File: src/rtl/cop0_irq_sequencer.sv
// CPU-side interrupt entry / ERET sequencer for the COP0 coprocessor.
// Takes precise interrupts in EX, runs ERET as an EPC read then Status write, and passes MFC0/MTC0 through otherwise.
module cop0_irq_sequencer #(
    parameter logic [31:0] HANDLER_VECTOR = 32'h0000_0180,
    parameter logic [4:0]  EPC_ADDR       = 5'h4,
    parameter logic [4:0]  STATUS_ADDR    = 5'hC
) (
    input  logic        Clock,
    input  logic        Reset,
    input  logic        InterruptRequest,
    output logic        InterruptHandled,
    output logic [31:0] InterruptedPC,
    output logic [4:0]  Cop0Address,
    output logic        Cop0WriteEnable,
    output logic [31:0] Cop0WriteData,
    input  logic [31:0] Cop0ReadData,
    input  logic        ExValid,
    input  logic [31:0] ExPC,
    input  logic        ExInDelaySlot,
    input  logic        Stall,
    input  logic        InstMfc0,
    input  logic        InstMtc0,
    input  logic        InstEret,
    input  logic [4:0]  InstRd,
    input  logic [31:0] InstWriteData,
    output logic [31:0] ReadData,
    output logic        Flush,
    output logic        Redirect,
    output logic [31:0] RedirectPC,
    output logic        Busy
);

    localparam logic [2:0] IDLE     = 3'd0;
    localparam logic [2:0] TAKE     = 3'd1;
    localparam logic [2:0] HOLDOFF  = 3'd2;
    localparam logic [2:0] ERET_EPC = 3'd3;
    localparam logic [2:0] ERET_IE  = 3'd4;

    logic [2:0]  state_q, state_d;
    logic [31:0] epc_q, epc_d;
    logic        eligible;

    assign eligible = ExValid & ~Stall;

    always_comb begin
        state_d          = state_q;
        epc_d            = epc_q;
        InterruptHandled = 1'b0;
        InterruptedPC    = epc_q;
        Cop0Address      = InstRd;
        Cop0WriteEnable  = 1'b0;
        Cop0WriteData    = InstWriteData;
        ReadData         = Cop0ReadData;
        Flush            = 1'b0;
        Redirect         = 1'b0;
        RedirectPC       = HANDLER_VECTOR;
        Busy             = 1'b0;

        case (state_q)
            IDLE: begin
                if (eligible && InterruptRequest) begin
                    // A delay-slot instruction restarts from its branch.
                    Flush   = 1'b1;
                    epc_d   = ExInDelaySlot ? ExPC - 32'd4 : ExPC;
                    state_d = TAKE;
                end else if (eligible && InstEret) begin
                    Flush   = 1'b1;
                    state_d = ERET_EPC;
                end else begin
                    Cop0WriteEnable = InstMtc0 & eligible;
                end
            end
            TAKE: begin
                InterruptHandled = 1'b1;
                Redirect         = 1'b1;
                Busy             = 1'b1;
                state_d          = HOLDOFF;
            end
            HOLDOFF: begin
                Busy    = 1'b1;
                state_d = IDLE;
            end
            ERET_EPC: begin
                Cop0Address = EPC_ADDR;
                epc_d       = Cop0ReadData;
                Busy        = 1'b1;
                state_d     = ERET_IE;
            end
            ERET_IE: begin
                Cop0Address     = STATUS_ADDR;
                Cop0WriteEnable = 1'b1;
                Cop0WriteData   = Cop0ReadData | 32'h1;
                Redirect        = 1'b1;
                RedirectPC      = epc_q;
                Busy            = 1'b1;
                state_d         = IDLE;
            end
            default: state_d = IDLE;
        endcase

        // Reset is synchronous, so the state may still be mid-sequence this cycle.
        if (Reset) begin
            InterruptHandled = 1'b0;
            Flush            = 1'b0;
            Redirect         = 1'b0;
            Busy             = 1'b0;
            Cop0WriteEnable  = 1'b0;
        end
    end

    always_ff @(posedge Clock) begin
        if (Reset) begin
            state_q <= IDLE;
            epc_q   <= 32'd0;
        end else begin
            state_q <= state_d;
            epc_q   <= epc_d;
        end
    end

endmodule

File: config.mk
export PLATFORM = sky130hd
export DESIGN_NAME = cop0_irq_sequencer
export DESIGN_NICKNAME = d
export VERILOG_FILES = /design/src/rtl/cop0_irq_sequencer.sv
export SDC_FILE = /design/constraint.sdc
export NUM_CORES = 1
export LEC_CHECK = 0
export ABC_AREA = 1
export CAP_MARGIN = 20
export CORE_MARGIN = 3
export CORE_UTILIZATION = 37
export CTS_BUF_LIST = sky130_fd_sc_hd__clkbuf_4
export CTS_CLUSTER_SIZE = 14
export DETAILED_ROUTE_END_ITERATION = 12
export GPL_ROUTABILITY_DRIVEN = 0
export PLACE_DENSITY = 0.82
export SYNTH_ARGS = -nofsm -noshare
export SYNTH_HDL_FRONTEND = slang
export SYNTH_SLANG_ARGS = --single-unit
File: constraint.sdc
create_clock -name Clock -period 2.15 [get_ports Clock]
set_input_delay 0.5375 -clock Clock [delete_from_list [all_inputs] [get_ports Clock]]
set_output_delay 0.5375 -clock Clock [all_outputs]
set_load 0.1 [all_outputs]
==> flow_summary.yaml, run 1 <==
status:
  status: "stopped before the end"
  stop_stage: "global routing"
  firstError: "[ERROR GRT-0232] Routing congestion too high. Check the congestion heatmap in the GUI."
die:
  num_rows: 34
  die_h_um: 104
  die_x_um: 104
  pin_count: 248
  start_util_pct: 39.3
yosys:
  yosys-top-cells-area: "dfxtp_1, nand2_1, inv_1, nor2_1, buf_4"
  synth_fp_nets: 717
  avgSynthCellArea_um2: 5.82
  seq_area_frac_synth_pct: 19.9
  netlist_area_um2: 3520
  ys_seq_elements: 35
  synth_top_area_share_pct: 19.9
  synth_cells: 606
  yosysWarningCount: 0
  yosysTopAreaCell: "dfxtp_1"
  yosys_most_used_dff: "dfxtp_1"
  async_reset_ff_share_pct: 0
  synth-edff-count: 0
  synth.distinct_cells: 37
place:
  place_ws_ps: -311
  dpl.hpwl_mm: 15.8
  port_buffers: 246
  dp.cells: 980
cts:
  clkSinkCount: 35
  postCtsHoldBufs: 0
  numCtsBuffers: 5
  clockBufferDepth: 2
  h-tree-depth: 2
  cts_root_buf: "clkbuf_4"
global_route:
  grt_use_total_pct: 70.5
  grt_overflow_total: 21
  grt_max_degree: 31
timing:
  worst-ep-kind: "top-level output"
  worst_endpoint: "Cop0WriteData[21]"
[routing by layer]
layer  GRT usage (%)  GRT overflow
met5            13.8             0
met4            77.0            14
met3            58.0             0
met2            90.4             7
met1            63.8             0
[metrics by stage]
step / instance area [um^2] / utilization (%) / hold WS, ps / TNS (ps)
floorplan: 4010 / - / 626 / -5160
global placement: 7720 / 86.0 / 465 / -1090
detailed placement: 7720 / 86.0 / 482 / -3300
CTS: 8420 / 93.8 / 500 / -5590
[cell usage after synthesis, drive strengths merged (2+ instances only)]
library cell  count
a21oi            24
a31oi            10
buf              45
clkbuf            9
dfxtp            35
inv             122
nand2           152
nand3            40
nand3b            2
nand4             4
nor2             93
nor3              6
o211ai            2
o21ai            26
o21bai            2
o22ai            19
or2               4
xnor2             2
xor2              6
[logic make-up after synthesis]
family | share of synthesized area, %
buffers and inverters | 23.4
AO/OA/AOI/OAI | 16.4
XOR/XNOR | 1.99
adder cells (fa/ha/maj) | 0.355
AND/OR/NAND/NOR | 38.0
flip-flops | 19.9
[timing repair]
action,4_1_cts
gates resized for setup,110
setup endpoints to repair,67
pin swaps,17
setup buffers,12
cloned,7
==> inputs of run 2 (changes only) <==
--- a/config.mk
+++ b/config.mk
@@ -8,12 +8,10 @@
 export ABC_AREA = 1
 export CAP_MARGIN = 20
 export CORE_MARGIN = 3
-export CORE_UTILIZATION = 37
-export CTS_BUF_LIST = sky130_fd_sc_hd__clkbuf_4
-export CTS_CLUSTER_SIZE = 14
+export CORE_UTILIZATION = 26
 export DETAILED_ROUTE_END_ITERATION = 12
 export GPL_ROUTABILITY_DRIVEN = 0
-export PLACE_DENSITY = 0.82
+export PLACE_DENSITY_LB_ADDON = 0.15
 export SYNTH_ARGS = -nofsm -noshare
 export SYNTH_HDL_FRONTEND = slang
 export SYNTH_SLANG_ARGS = --single-unit
==> flow_summary.yaml, run 2 <==
cts:
  tritoncts: "yes"
  cts_root_buf: "clkbuf_16"
  clockBufferDepth: 2
  h-tree-depth: 2
  clkSinkCount: 35
  postCtsHoldBufs: 0
  numCtsBuffers: 5
  clock_latency_ps: 270
  clk_pin_slew_ps: 60
timing:
  slew_headroom_pct: 74.3
  worst_pin_slew_ps: 386
  setup_ws_ps: -10.2
  slew_violations: 0
  finalCritPeriodShare_pct: 100
  rsz0062_at_grt: "yes"
  max_freq_ghz: 0.463
  fin_skew_ps: 5.62
  hold_viol: 0
  setup_viol: 3
  min_period_ps: 2160
route:
  wirelength_mm: 15.8
  antenna_left: 0
  first_pass_iters: 4
  first_iter_violations: 211
  via_per_inst: 4.47
  num_vias: 4788
  wire_per_inst_um: 14.7
  drc_errors: 0
place:
  place_area_um2: 8050
  port_buffers: 246
  place_ws_ps: -226
  dpl.hpwl_mm: 13.8
global_route:
  grt_overflow_total: 0
  grt_pass1_wl_mm: 24.5
  grt_max_degree: 31
  antenna_found_initial: 0
  grt_use_total_pct: 20.4
  grt_pass1_vias: 4793
worst_setup_path:
  cp.arrival_ps: 1620
  crit_start: "state_q[1]"
  rrSetupSlack_ps: 490
  crit_type: "flop to output pin"
  r2r.worst_path.cells: 10
  critPathCapture: "Cop0WriteData[25]"
  startpoint_type: "flop"
  required_ps: 1610
  r2r_start: "state_q[2]"
  critPathMaxFanout: 16
  reg2reg_to: "InterruptedPC[25]"
  end_kind: "output pin"
finish:
  drive_gt1_share_pct: 46.7
  num_antenna_cells: 0
  nets: 1008
  layout_common_cells: "nand2_1, buf_12, buf_4"
  area_delta_synth_final_pct: 139
  largest_reg_flops: 32
  design_area_um2: 8410
  multiInputGateArea_um2: 2580
  seq_area_um2: 741
  final_common_cell: "nand2_1"
  fill_cells: 1107
worst_hold_path:
  min-delay-start: "InterruptedPC[4]"
  hold_class: "flop to flop"
yosys:
  yosys_most_used_dff: "dfxtp_1"
  netlist_area_um2: 3520
  seq_area_frac_synth_pct: 19.9
  yosysTopAreaCell: "dfxtp_1"
  synth_top_area_share_pct: 19.9
  synth_cells: 606
  ys_seq_elements: 35
  avgSynthCellArea_um2: 5.82
  async_reset_ff_share_pct: 0
  synth_fp_nets: 717
  synth-edff-count: 0
  yosys-top-cells-area: "dfxtp_1, nand2_1, inv_1, nor2_1, buf_4"
  yosysMostFrequentCell: "nand2_1"
  yosysWarningCount: 0
  synth.distinct_cells: 37
  yosys-top-cells-count: "nand2_1, inv_1, nor2_1"
die:
  start_util_pct: 27.3
  num_rows: 41
  pin_count: 248
  die_h_um: 122
  die_x_um: 122
  die-area_um2: 15000
  coreArea_um2: 12900
power:
  irDropWorstVdd_mv: 0.315
  power_density_nw_per_um2: 393
  finalPower_mw: 3.31
  power_leakage_nw: 3.63
flow_run:
  maxCapViolations: 0
status:
  violations: "setup timing"
  status: "complete, but fails checks"
[run 2: cell counts after synthesis]
Identical to the previous run, type by type.
[run 2: final cells by class]
type / instances / area share, %
Clock buffer: 7 / 1.81
Clock inverter: 1 / 0.0892
Inverter: 122 / 5.56
Multi-Input combinational cell: 395 / 30.6
Sequential cell: 35 / 8.81
Tap cell: 172 / 2.56
Timing Repair Buffer: 338 / 50.5
[run 2: per-stage QoR]
step,hold WS (ps),util (%),instances,setup TNS [ps]
2_1_floorplan,626,-,606,-5160
3_3_place_gp,467,62.2,1058,-1640
3_5_place_dp,467,62.2,1058,-2560
4_1_cts,476,64.6,1067,-660
5_1_grt,494,65.1,1070,-1340
6_report,477,65.1,1070,-12.4
[run 2: worst min path at each step]
stage / endpoint / slack, ps / depth (start not counted)
2_1_floorplan: state_q[1] / 630 / 4
3_3_place_gp: InterruptedPC[4] / 470 / 2
3_5_place_dp: InterruptedPC[4] / 470 / 2
4_1_cts: InterruptedPC[4] / 480 / 2
5_1_grt: InterruptedPC[4] / 490 / 2
6_report: InterruptedPC[4] / 480 / 2
[run 2: worst max-delay path: stages (launching register included)]
cell and delay, ps:
dfxtp_2 340, nor2_4 130, inv_2 60, nor2_4 150, inv_8 120, buf_12 180
nand2_1 120, o21ai_4 80, buf_12 160
[run 2: power by group]
group / switching [mW] / total (mW) / internal, mW
Sequential: 0.0196 / 0.701 / 0.682
Clock: 0.261 / 0.754 / 0.492
Combinational: 1.15 / 1.85 / 0.698
Total: 1.43 / 3.31 / 1.87
[run 2: metal layers]
metal	wire length [um]	track usage [%]	up-vias
met5	0	0	-
met3	996	2.90	10
met1	6080	23.5	2196
li1	-	-	2419
met2	8460	39.6	163
met4	225	3.99	0
[run 2: kinds of logic after synthesis]
kind of cell,count (synthesis),synth area share [%]
AND/OR/NAND/NOR,301,38.0
buffers and inverters,176,23.4
XOR/XNOR,8,1.99
AO/OA/AOI/OAI,85,16.4
flip-flops,35,19.9
adder cells (fa/ha/maj),1,0.355
[run 2: timing repair]
action                                  4_1_cts  5_1_grt
pin swaps                                     5        4
endpoints found under the setup margin       69       62
setup buffers                                 1        3
hold endpoints to repair                      0        0
resized for setup                            37       14
No activity file was read; power rests on OpenSTA's default activity.
